### config.mk
export PLATFORM = sky130hd
export DESIGN_NAME = reg_dump_scanner
export DESIGN_NICKNAME = d
export VERILOG_FILES = /design/src/rtl/reg_dump_scanner.sv
export SDC_FILE = /design/constraint.sdc
export NUM_CORES = 1
export LEC_CHECK = 0
export BUFFER_PORTS_ARGS = -buffer_cell sky130_fd_sc_hd__buf_2
export CAP_MARGIN = 0
export CELL_PAD_IN_SITES_DETAIL_PLACEMENT = 0
export CELL_PAD_IN_SITES_GLOBAL_PLACEMENT = 1
export CORE_ASPECT_RATIO = 1.4
export CORE_UTILIZATION = 39
export DETAILED_ROUTE_END_ITERATION = 8
export PLACE_DENSITY = 0.95
export SLEW_MARGIN = 5
export SYNTH_ARGS = -nofsm -noshare
export SYNTH_HDL_FRONTEND = slang
export SYNTH_SLANG_ARGS = --single-unit
### constraint.sdc
create_clock -name Clock -period 6 [get_ports Clock]
set_clock_uncertainty 0.2 [all_clocks]
set_input_delay 1.2 -clock Clock [delete_from_list [all_inputs] [get_ports Clock]]
set_output_delay 1.2 -clock Clock [all_outputs]
set_load 0.05 [all_outputs]
### src/rtl/reg_dump_scanner.sv
// Register-file dump engine: walks indices 0..NUM_REGS-1 and presents each value on a
// valid/ready stream. Define REG_DUMP_SKIP_ZERO_EN to drop registers that read as zero.
module reg_dump_scanner #(
    parameter int unsigned NUM_REGS   = 32,
    parameter int unsigned DATA_WIDTH = 32
) (
    input  logic                  Clock,
    input  logic                  Reset,
    input  logic                  Start,
    input  logic                  Abort,
    output logic [4:0]            Read_Reg,
    input  logic [DATA_WIDTH-1:0] Read_Data,
    output logic [4:0]            Out_Index,
    output logic [DATA_WIDTH-1:0] Out_Data,
    output logic                  Out_Valid,
    input  logic                  Out_Ready,
    output logic                  Busy,
    output logic                  Done
);

    localparam logic [4:0] LastIdx = 5'(NUM_REGS - 1);

    typedef enum logic [1:0] {StIdle, StScan, StHold, StFin} state_e;

    state_e                  state_q, state_d;
    logic [4:0]              idx_q, idx_d;
    logic [4:0]              index_q, index_d;
    logic [DATA_WIDTH-1:0]   data_q, data_d;
    logic                    valid_q, valid_d;

    always_ff @(posedge Clock or posedge Reset) begin
        if (Reset) begin
            state_q <= StIdle;
            idx_q   <= '0;
            index_q <= '0;
            data_q  <= '0;
            valid_q <= 1'b0;
        end else begin
            state_q <= state_d;
            idx_q   <= idx_d;
            index_q <= index_d;
            data_q  <= data_d;
            valid_q <= valid_d;
        end
    end

    always_comb begin
        state_d = state_q;
        idx_d   = idx_q;
        index_d = index_q;
        data_d  = data_q;
        valid_d = valid_q;
        unique case (state_q)
            StIdle: begin
                if (Start) begin
                    idx_d   = '0;
                    state_d = StScan;
                end
            end
            StScan: begin
`ifdef REG_DUMP_SKIP_ZERO_EN
                if (Read_Data == '0) begin
                    if (idx_q == LastIdx) state_d = StFin;
                    else                  idx_d   = idx_q + 5'd1;
                end else begin
                    data_d  = Read_Data;
                    index_d = idx_q;
                    valid_d = 1'b1;
                    state_d = StHold;
                end
`else
                data_d  = Read_Data;
                index_d = idx_q;
                valid_d = 1'b1;
                state_d = StHold;
`endif
            end
            StHold: begin
                if (valid_q && Out_Ready) begin
                    valid_d = 1'b0;
                    // idx parks on the last index rather than wrapping
                    if (idx_q == LastIdx) begin
                        state_d = StFin;
                    end else begin
                        idx_d   = idx_q + 5'd1;
                        state_d = StScan;
                    end
                end
            end
            StFin: state_d = StIdle;
            default: state_d = StIdle;
        endcase
        if (Abort && (state_q != StIdle)) begin
            state_d = StIdle;
            valid_d = 1'b0;
        end
    end

    assign Read_Reg  = idx_q;
    assign Out_Index = index_q;
    assign Out_Data  = data_q;
    assign Out_Valid = valid_q;
    assign Busy      = (state_q != StIdle);
    assign Done      = (state_q == StFin);

endmodule

# == After elaboration in Yosys (flattened, before gate mapping) ==
# Index checks and enable logic that the tools add are counted.
# totals
register_bits,45
latchBits,0
ram_bits,0
romBits,0
input_bits,37
output_inout_bits,45
word_cells,36
n_memories,0
# op_classes
addsub,1
n_mul,0
div_mod_pow,0
order_cmp,0
eq_ne,9
shifts,0
muxes,12
bitwise,0
n_reduce_logical,9
# ops
cell,count
2-to-1 mux 5 bit,3
one-hot mux 5 bit (2 select lines),1
2-to-1 mux 2 bit,4
one-hot mux 2 bit (4 select lines),1
inequality test 2 bit (second input constant),3
inequality test 3 bit (second input constant),2
adder 5 x 1 -> 5 bit (second input constant),1
equality test 5 bit (second input constant),1
equality test 2 bit (second input constant),2
AND reduction 2 bit,2
AND reduction 4 bit,1
nonzero test 2 bit,2
nonzero test 3 bit,1
equality test 2 x 1 -> 1 bit (second input constant),1
logical AND 1 bit,2
zero test 2 bit,1
2-to-1 mux 1 bit,2
one-hot mux 1 bit (2 select lines),1

# == Longest topological paths before layout ==
# Gate-level depths: netlist of run 1.
# logic_depth
word_depth,5
mapped_depth,6
depth_no_buf,6

# == Worst setup path before layout of run 1 ==
# No wires, ideal clock.
# synth_path
kind,register to output
from,register state_q[0]
to,output port Done
arrival_time_ns,1.064
t_required_ns,4.600
setup_slack_ns,3.536
path_stages_with_launch,3
cell_sequence,dfrtp_1 clkbuf_1 and2_1
# synth_via
elab_chain_len,1
# synth_lines
element,line,rtl
"start, declared",25,"state_e state_q, state_d;"
"start signal, assigned",33,state_q <= StIdle;
"start signal, assigned",39,state_q <= state_d;
equality test 2 bit,104,assign Done = (state_q == StFin);
"end, declared",18,output logic Done
# No other way between the ends.

# == Final worst setup path of run 1 ==
# layout_path
from,register state_q[1]
to,output port Busy
# layout_via
elab_chain_len,1
# layout_lines
element,line,rtl
nonzero test 2 bit,103,assign Busy = (state_q != StIdle);
"end, declared",17,"output logic Busy,"
# No other way between the ends.

==> metrics, run 1 <==
Setup crit end Busy; TNS Setup 0 ps; post-route minimum period 2806 ps; Tightest Pin Transition 909.2 ps; final setup vio count 0; hold buffer count at cts 0; Antenna Cells 0; Unique masters post-synth 29; Max Transition Viols Final 0; core footprint 4608 um^2; mux cell area share after synthesis 22.05%; logic gate share of total power 46.7%; leak pwr 0.001234 uW; sequential power share 36.0%; RSZ-0062 raised after global routing false; Post-Place Cells 267; total gr overflow 0; layout cells sized above 1 61.32%; CP arrival 1410 ps; Top Metal Used met4; post-synthesis sequential area ratio 59.60%; post-place setup slack 3508 ps; Layout Cells excl Fill 274; DRT iter0 DRCs 12; relative slew slack 39.30%; Avg Inst Size Synth 14.53 um^2; total power 1234 uW; largest family of logic cells by synthesized area multiplexers; met2 wire length 1846 um; Clock Power Share 17.3%; Worst-Skew Late Latency 290 ps; worst reg2reg endpoint Read_Reg[0]$_DFFE_PP0P_; Max FO, Critical Path 17; adder-cell share of the synthesized area 1.325%; WL/cell 12.63 um; CTS Root Cell clkbuf_8; Die H 84.36 um; Cells after Synth 130; setup repair bufs after CTS 0; Met3 Wirelength 221 um; 1st-pass router iterations 4; vias in the first global route 1230; Max Clock Freq 0.3564 GHz; crit share post-route 46.76%; syn nets 169; Worst VDD drop 0.1938 mV; Switch Pwr 563.4 uW; Syn-to-layout area delta 27.88%; PD cells 510.6 nW/um^2; Sw Ratio 45.67%; simple-gate share of the synthesized area 10.20%; antenna violations before repair 0; CTS Sinks 45; wire length on met1 1333 um; Yosys warning count 0; Int Pwr 670.3 uW; CTS clk-pin slew, worst paths 80 ps; Synth Cell Area 1889 um^2; DR vias 1313; Bufs on Longest Clock Path 2; Worst Setup Start Kind register; CTS H-tree depth 2; Worst Path Required 4600 ps; Register-to-Register Path Depth 6; post-route ant nets 0; WS Path Type register to output pin; DRC errors left 0; reg2reg start Read_Reg[0]$_DFFE_PP0P_; #FFs+latches synth 45; global placer's final weighted congestion 0.6923; final WL 3460 um; Tot GR Track Use 14.60%; IO Pins 82; number of port buffers 81; TritonCTS clock tree done; Nets 251; Hold Violations, Final 0; Num CTS Buffers 5; Synth Area in Compound Gates 3.245%; total die area 5131 um^2; CTS resizes 0; CP Capture Type output pin; Via density 4.792; Initial Util 41.00%; crit path from state_q[1]$_DFFE_PP0P_; r2r setup slk 3830 ps; xor/xnor share of the synthesized area 0%; Die W 60.83 um; global-route wire length before repair 5499 um; fill count 440; # rows 29; outcome completed; largest net degree at the start of global routing 46; Hold Crit Class register to register; Max-Cap Viols 0; Setup WS post-layout 3194 ps; DP HPWL 2506 um
cell usage in the layout, fill, tap and decap left out:
| master | count |
|---|---|
| buf_2 | 81 |
| dfrtp_1 | 45 |
| mux2_2 | 37 |
| nand3_1 | 7 |
| nand2_1 | 6 |
| clkbuf_8 | 5 |
| a21oi_1 | 3 |
| nand4b_1 | 3 |
| nand2b_1 | 2 |
| nand3b_1 | 2 |
| ha_1 | 2 |
| nand2b_4 | 1 |
| a21boi_0 | 1 |
| or2_2 | 1 |
| inv_1 | 1 |
| o22ai_1 | 1 |
| o21bai_1 | 1 |
| and3b_2 | 1 |
| nand3b_4 | 1 |
| nor3_1 | 1 |
| a211o_1 | 1 |
| nor2_1 | 1 |
| o211ai_1 | 1 |
| o311ai_0 | 1 |
| or4b_1 | 1 |
| and2_1 | 1 |
| and3_1 | 1 |
| inv_2 | 1 |
| bufinv_16 | 1 |
| clkinv_2 | 1 |
layer usage:
metal  track usage [%]  vias to the layer above
met2             24.78                       49
met1             15.97                      631
li1                  -                      626
met4             5.992                        0
met3             5.239                        7
met5                 0                        -
power by group through the flow:
stage | sequential (uW) | combinational (uW) | clock (uW)
2_1_floorplan | 764 | 147 | 0
3_3_place_gp | 447 | 578 | 0
3_5_place_dp | 452 | 582 | 0
4_1_cts | 445 | 582 | 224
5_1_grt | 457 | 603 | 238
6_report | 444 | 576 | 214
layout make-up:
| cell class | instances | area, um^2 | area share (%) |
|---|---|---|---|
| sequential | 45 | 1126 | 46.61 |
| multi-input combinational | 77 | 695.7 | 28.79 |
| timing repair buffer | 81 | 405.4 | 16.78 |
| tap | 62 | 77.57 | 3.211 |
| clock buffer | 5 | 68.82 | 2.848 |
| clock inverter | 2 | 35.03 | 1.450 |
| inverter | 2 | 7.507 | 0.3107 |
critical path, cell delays in order (launching register included):
cell and delay (ps):
dfrtp_1 550, or2_2 360, buf_2 210
cells by family after synthesis:
| family | count (synthesis) |
|---|---|
| AND/OR/NAND/NOR | 29 |
| adder cells (fa/ha/maj) | 2 |
| buffers and inverters | 8 |
| multiplexers | 37 |
| AO/OA/AOI/OAI | 9 |
| flip-flops | 45 |
cells in the mapped netlist, drive strengths merged:
library cell  number  share of area (%)
nor2               1               0.20
a211o              1               0.46
inv                2               0.40
or2                1               0.33
ha                 2                1.3
nor3               1               0.26
and3b              1               0.53
nand2              6                1.2
a21oi              3               0.79
o21bai             1               0.40
dfrtp             45                 60
o211ai             1               0.40
clkbuf             1               0.20
nand3b             3                1.9
and3               1               0.33
a21boi             1               0.40
nand2b             3                1.4
nand4b             3                1.4
o311ai             1               0.46
nand3              7                1.9
or4b               1               0.53
o22ai              1               0.33
buf                5                3.0
and2               1               0.33
mux2              37                 22
metrics by stage:
stage	cell area, um^2	util (%)	hold WS [ps]
final	2416	52.43	302.6
after global routing	2416	52.43	318.8
after detailed placement	2312	50.18	286.7
after CTS	2416	52.43	305.6
after global placement	2312	50.18	282.5
after floorplan	1889	-	402.1
worst min-delay path by stage:
stage | startpoint | cells after the start | endpoint
after CTS | Out_Data[11]$_DFFE_PP0N_ | 1 | Out_Data[11]$_DFFE_PP0N_
final | Out_Data[7]$_DFFE_PP0N_ | 1 | Out_Data[7]$_DFFE_PP0N_
after global placement | Out_Data[7]$_DFFE_PP0N_ | 1 | Out_Data[7]$_DFFE_PP0N_
after detailed placement | Out_Data[11]$_DFFE_PP0N_ | 1 | Out_Data[11]$_DFFE_PP0N_
after global routing | Out_Data[1]$_DFFE_PP0N_ | 1 | Out_Data[1]$_DFFE_PP0N_
after floorplan | state_q[0]$_DFFE_PP0P_ | 2 | Read_Reg[0]$_DFFE_PP0P_
sequential cells by signal (all words and copies together), names as in the netlist:
signal     cells
Out_Data      32
Out_Index      5
state_q        2
Read_Reg       5
Out_Valid      1
Power figures use the tool's default switching activity.
==> run 2, diff against run 1 <==
Settings changed: CORE_UTILIZATION 39 to 36, PLACE_DENSITY 0.95 to 0.9.
Clock period 6 ns to 2.83 ns, I/O delays scaled along.
==> metrics, run 2 (synthesis gave the netlist of run 1 again) <==
CP Capture Type output pin; Max-Cap Viols 0; Layout Cells excl Fill 279; post-route minimum period 2200 ps; CTS resizes 0; Via density 4.796; relative slew slack 35.52%; global placer's final weighted congestion 0.7116; layout cells sized above 1 60.93%; most frequent cells in the layout 81 x buf_2, 45 x dfrtp_1, 37 x mux2_2, 7 x nand3_1; Num CTS Buffers 5; DP HPWL 2800 um; Max Clock Freq 0.4545 GHz; Tightest Pin Transition 961.3 ps; CP cell instances or2_2 > buf_2; PD cells 1091 nW/um^2; Initial Util 38.13%; RSZ-0062 raised after global routing false; FF+latch area 1126 um^2; total gr overflow 0; CP arrival 1430 ps; CTS H-tree depth 2; core footprint 4955 um^2; Tot GR Track Use 13.99%; Antenna Cells 0; largest net degree at the start of global routing 40; total die area 5546 um^2; hold buffer count at cts 0; Post-Place Cells 271; r2r setup slk 660 ps; antenna violations before repair 0; fill count 449; Crit path buffers/inverters 1; outcome completed; WS Path Type register to output pin; DRC errors left 0; post-route ant nets 0; Nets 253; max incr delay on CP 560 ps; TNS Setup 0 ps; Largest register FFs 32; Register-to-Register Path Depth 6; global-route wire length before repair 5913 um; Worst Setup Start Kind register; CTS clk-pin slew, worst paths 80 ps; IO Pins 82; WL/cell 13.59 um; Bufs on Longest Clock Path 2; Hold Violations, Final 0; Slowest-stage cell, CP dfrtp_1; Max Transition Viols Final 0; final WL 3792 um; DR vias 1338; Die W 63.23 um; Syn-to-layout area delta 29.47%; commonest non-fill, non-tap cell in the layout buf_2; cell family with most CP delay flip-flops; Worst Path Required 2060 ps; leak pwr 0.001245 uW; 1st-pass router iterations 4; CTS Root Cell clkbuf_8; number of port buffers 81; reg2reg start Read_Reg[0]$_DFFE_PP0P_; Worst VDD drop 0.3521 mV; crit share post-route 77.74%; setup repair bufs after CTS 0; worst reg2reg endpoint Read_Reg[0]$_DFFE_PP0P_; Die H 87.72 um; Max FO, Critical Path 17; CTS Sinks 45; DRT iter0 DRCs 49; Hold Crit Class input port to async pin; area taken by multi-input logic gates 695.7 um^2; TritonCTS clock tree done; Worst-Skew Late Latency 290 ps; vias in the first global route 1295; final setup vio count 0; # rows 30
==> run 2: changes by cell type in the layout (fill, tap and decap cells not counted) <==
cell,previous run,this run
clkbuf_1,0,1
buf_4,0,2
clkbuf_8,5,6
clkinv_1,0,1
inv_2,1,0
clkinv_2,1,0
==> run 2: worst max path at each step <==
stage | end | startpoint | cells after the start | slack (ps)
floorplan | Read_Reg[0]$_DFFE_PP0P_ | Read_Reg[0]$_DFFE_PP0P_ | 6 | 540
global placement | Read_Reg[0]$_DFFE_PP0P_ | Read_Reg[0]$_DFFE_PP0P_ | 6 | 740
detailed placement | Read_Reg[0]$_DFFE_PP0P_ | Read_Reg[0]$_DFFE_PP0P_ | 6 | 690
CTS | Busy | state_q[1]$_DFFE_PP0P_ | 2 | 610
global route | Busy | state_q[1]$_DFFE_PP0P_ | 2 | 560
finish | Busy | state_q[1]$_DFFE_PP0P_ | 2 | 630
==> run 2: through the flow <==
step                area [um^2]  hold slack, ps  utilization, %  setup WS, ps  power, uW
finish                     2446           167.6           49.37         629.8       2669
global route               2446           220.2           49.37         556.1       2793
CTS                        2446           178.2           49.37         613.4       2703
detailed placement         2330           287.7           47.02         686.5       2206
global placement           2330           281.2           47.02         738.9       2180
floorplan                  1889           402.1               -         537.3       1933
==> run 2: power breakdown <==
group / internal (uW) / switching [uW] / total [uW]
registers: 834 / 111 / 945
clock network: 288 / 202 / 490
logic: 333 / 901 / 1230
==> run 2: final cells by class <==
class	count	area share, %
timing repair buffer	83	17.19
clock buffer	7	3.529
sequential	45	46.04
clock inverter	1	1.228
inverter	2	0.3069
multi-input combinational	77	28.44
tap	64	3.274
==> run 2: worst register-to-register path: stages (launching register included) <==
cell and delay, ps:
dfrtp_1 450, ha_1 260, and3_1 200, ha_1 190, nand3b_4 200, or4b_1 520
nand3_1 100
==> run 2: routing by layer <==
layer  vias up  GRT usage, %  wire length, um
li1        630             -                -
met1       646         15.42             1517
met2        57         25.22             1947
met3         5         3.776              257
met4         0         6.198               70
met5         -             0                0
==> run 3, diff against run 2 <==
Settings changed: CORE_UTILIZATION 36 to 33, PLACE_DENSITY 0.9 to 0.87.
Clock period 2.83 ns to 1.95 ns, I/O delays scaled along.
==> metrics, run 3 (synthesis gave the netlist of run 1 again) <==
post-route ant nets 0; CTS Sinks 45; DP HPWL 2790 um; TritonCTS clock tree done; Crit path buffers/inverters 1; Placed Area 2452 um^2; Die W 65.95 um; Register-to-Register Path Depth 7; Worst Setup Start Kind register; PD cells 1482 nW/um^2; DR vias 1370; DRT iter0 DRCs 25; final WL 3717 um; wire length on met1 1466 um; CTS H-tree depth 2; Post-Place Cells 283; final setup vio count 0; RSZ-0062 raised after global routing false; CP Capture Type register; Worst VDD drop 0.4114 mV; Nets 264; Tot GR Track Use 13.58%; CTS Root Cell clkbuf_8; Via density 4.660; DRC errors left 0; Tightest Pin Transition 398.7 ps; Worst Path Required 1900 ps; Max-Cap Viols 0; 1st-pass router iterations 3; Largest register FFs 32; Antenna Cells 0; Top Metal Used met4; Slowest-stage cell, CP dfrtp_2; commonest non-fill, non-tap cell in the layout buf_2; post-route minimum period 1874 ps; Layout Cells excl Fill 294; Bufs on Longest Clock Path 2; Hold Crit Class input port to register; met2 wire length 1972 um; Met3 Wirelength 235 um; Finished Cell Area 2580 um^2; WS Path Type register to register; Max Clock Freq 0.5337 GHz; crit share post-route 96.08%; TNS Setup 0 ps; global-route wire length before repair 6265 um; WL/cell 12.64 um; outcome completed; total die area 6036 um^2; vias in the first global route 1394; number of port buffers 81; total power 3823 uW; Max FO, Critical Path 7; Die H 91.53 um; relative slew slack 73.36%; # rows 32; total gr overflow 0; Num CTS Buffers 5; most frequent cells in the layout 81 x buf_2, 42 x dfrtp_1, 37 x mux2_2, 10 x buf_4; Worst-Skew Late Latency 290 ps; WP depth 7; most used cell, CP ha_4; max incr delay on CP 430 ps; global placer's final weighted congestion 0.7566; Initial Util 34.19%; IO Pins 82; largest net degree at the start of global routing 29; CP cell instances ha_4 > and3_4 > ha_4 > nand3b_4 > buf_4 > o211ai_1 > o311ai_0; cell family with most CP delay flip-flops; CTS clk-pin slew, worst paths 80 ps; core footprint 5525 um^2; Hold Violations, Final 0; layout cells sized above 1 65.93%; Max Transition Viols Final 0; antenna violations before repair 0; CP arrival 1820 ps; Syn-to-layout area delta 36.56%; Worst Hold Path Cells 2; leak pwr 0.001295 uW
-- run 3: changes by cell type in the layout (fill, tap and decap cells not counted), sizes merged --
cell | previous run | this run
buf | 83 | 93
bufinv | 1 | 0
dlygate4sd3 | 0 | 1
inv | 1 | 2
-- run 3: metrics by stage --
step                setup WS [ps]  hold WS, ps  util [%]
finish                      76.40        73.42     46.69
detailed placement          85.32        162.1     44.38
global placement            115.6        157.0     44.38
CTS                         64.54        61.55     46.69
global route                12.06        74.92     46.69
floorplan                  -90.17        253.1         -
-- run 3: cell type report --
class	instances	area, um^2
Clock buffer	7	96.34
Clock inverter	1	5.005
Fill cell	507	2945
Inverter	2	7.507
Multi-Input combinational cell	77	725.7
Sequential cell	45	1130
Tap cell	68	85.08
Timing Repair Buffer	94	530.5
-- run 3: path summary, 6_finish.rpt --
| path | from | end | slack (ps) |
|---|---|---|---|
| max | Read_Reg[0]$_DFFE_PP0P_ | Read_Reg[3]$_DFFE_PP0P_ | 80 |
| min | Abort | state_q[1]$_DFFE_PP0P_ | 70 |
| max reg2reg | Read_Reg[0]$_DFFE_PP0P_ | Read_Reg[3]$_DFFE_PP0P_ | 80 |
| min reg2reg | Out_Data[30]$_DFFE_PP0N_ | Out_Data[30]$_DFFE_PP0N_ | 300 |
| max in group asynchronous | Reset | Read_Reg[1]$_DFFE_PP0P_ | 690 |
| min in group asynchronous | Reset | Read_Reg[4]$_DFFE_PP0P_ | 400 |
-- run 3: report_power, final --
part	switching [uW]	internal, uW
Combinational	1330	536
Sequential	136	1210
Clock	288	320
-- run 3: what timing repair did --
item                                   4_1_cts  5_1_grt
setup endpoints to repair                    1        0
buffers inserted                             2        0
resized for setup                            1        0
endpoints found under the hold margin       11        0
hold buffers                                 1        0
-- run 3: metal layers --
| metal | up-vias | GRT usage, % |
|---|---|---|
| met5 | - | 0 |
| met4 | 0 | 4.787 |
| met3 | 4 | 3.518 |
| met2 | 48 | 23.55 |
| met1 | 664 | 15.71 |
| li1 | 654 | - |
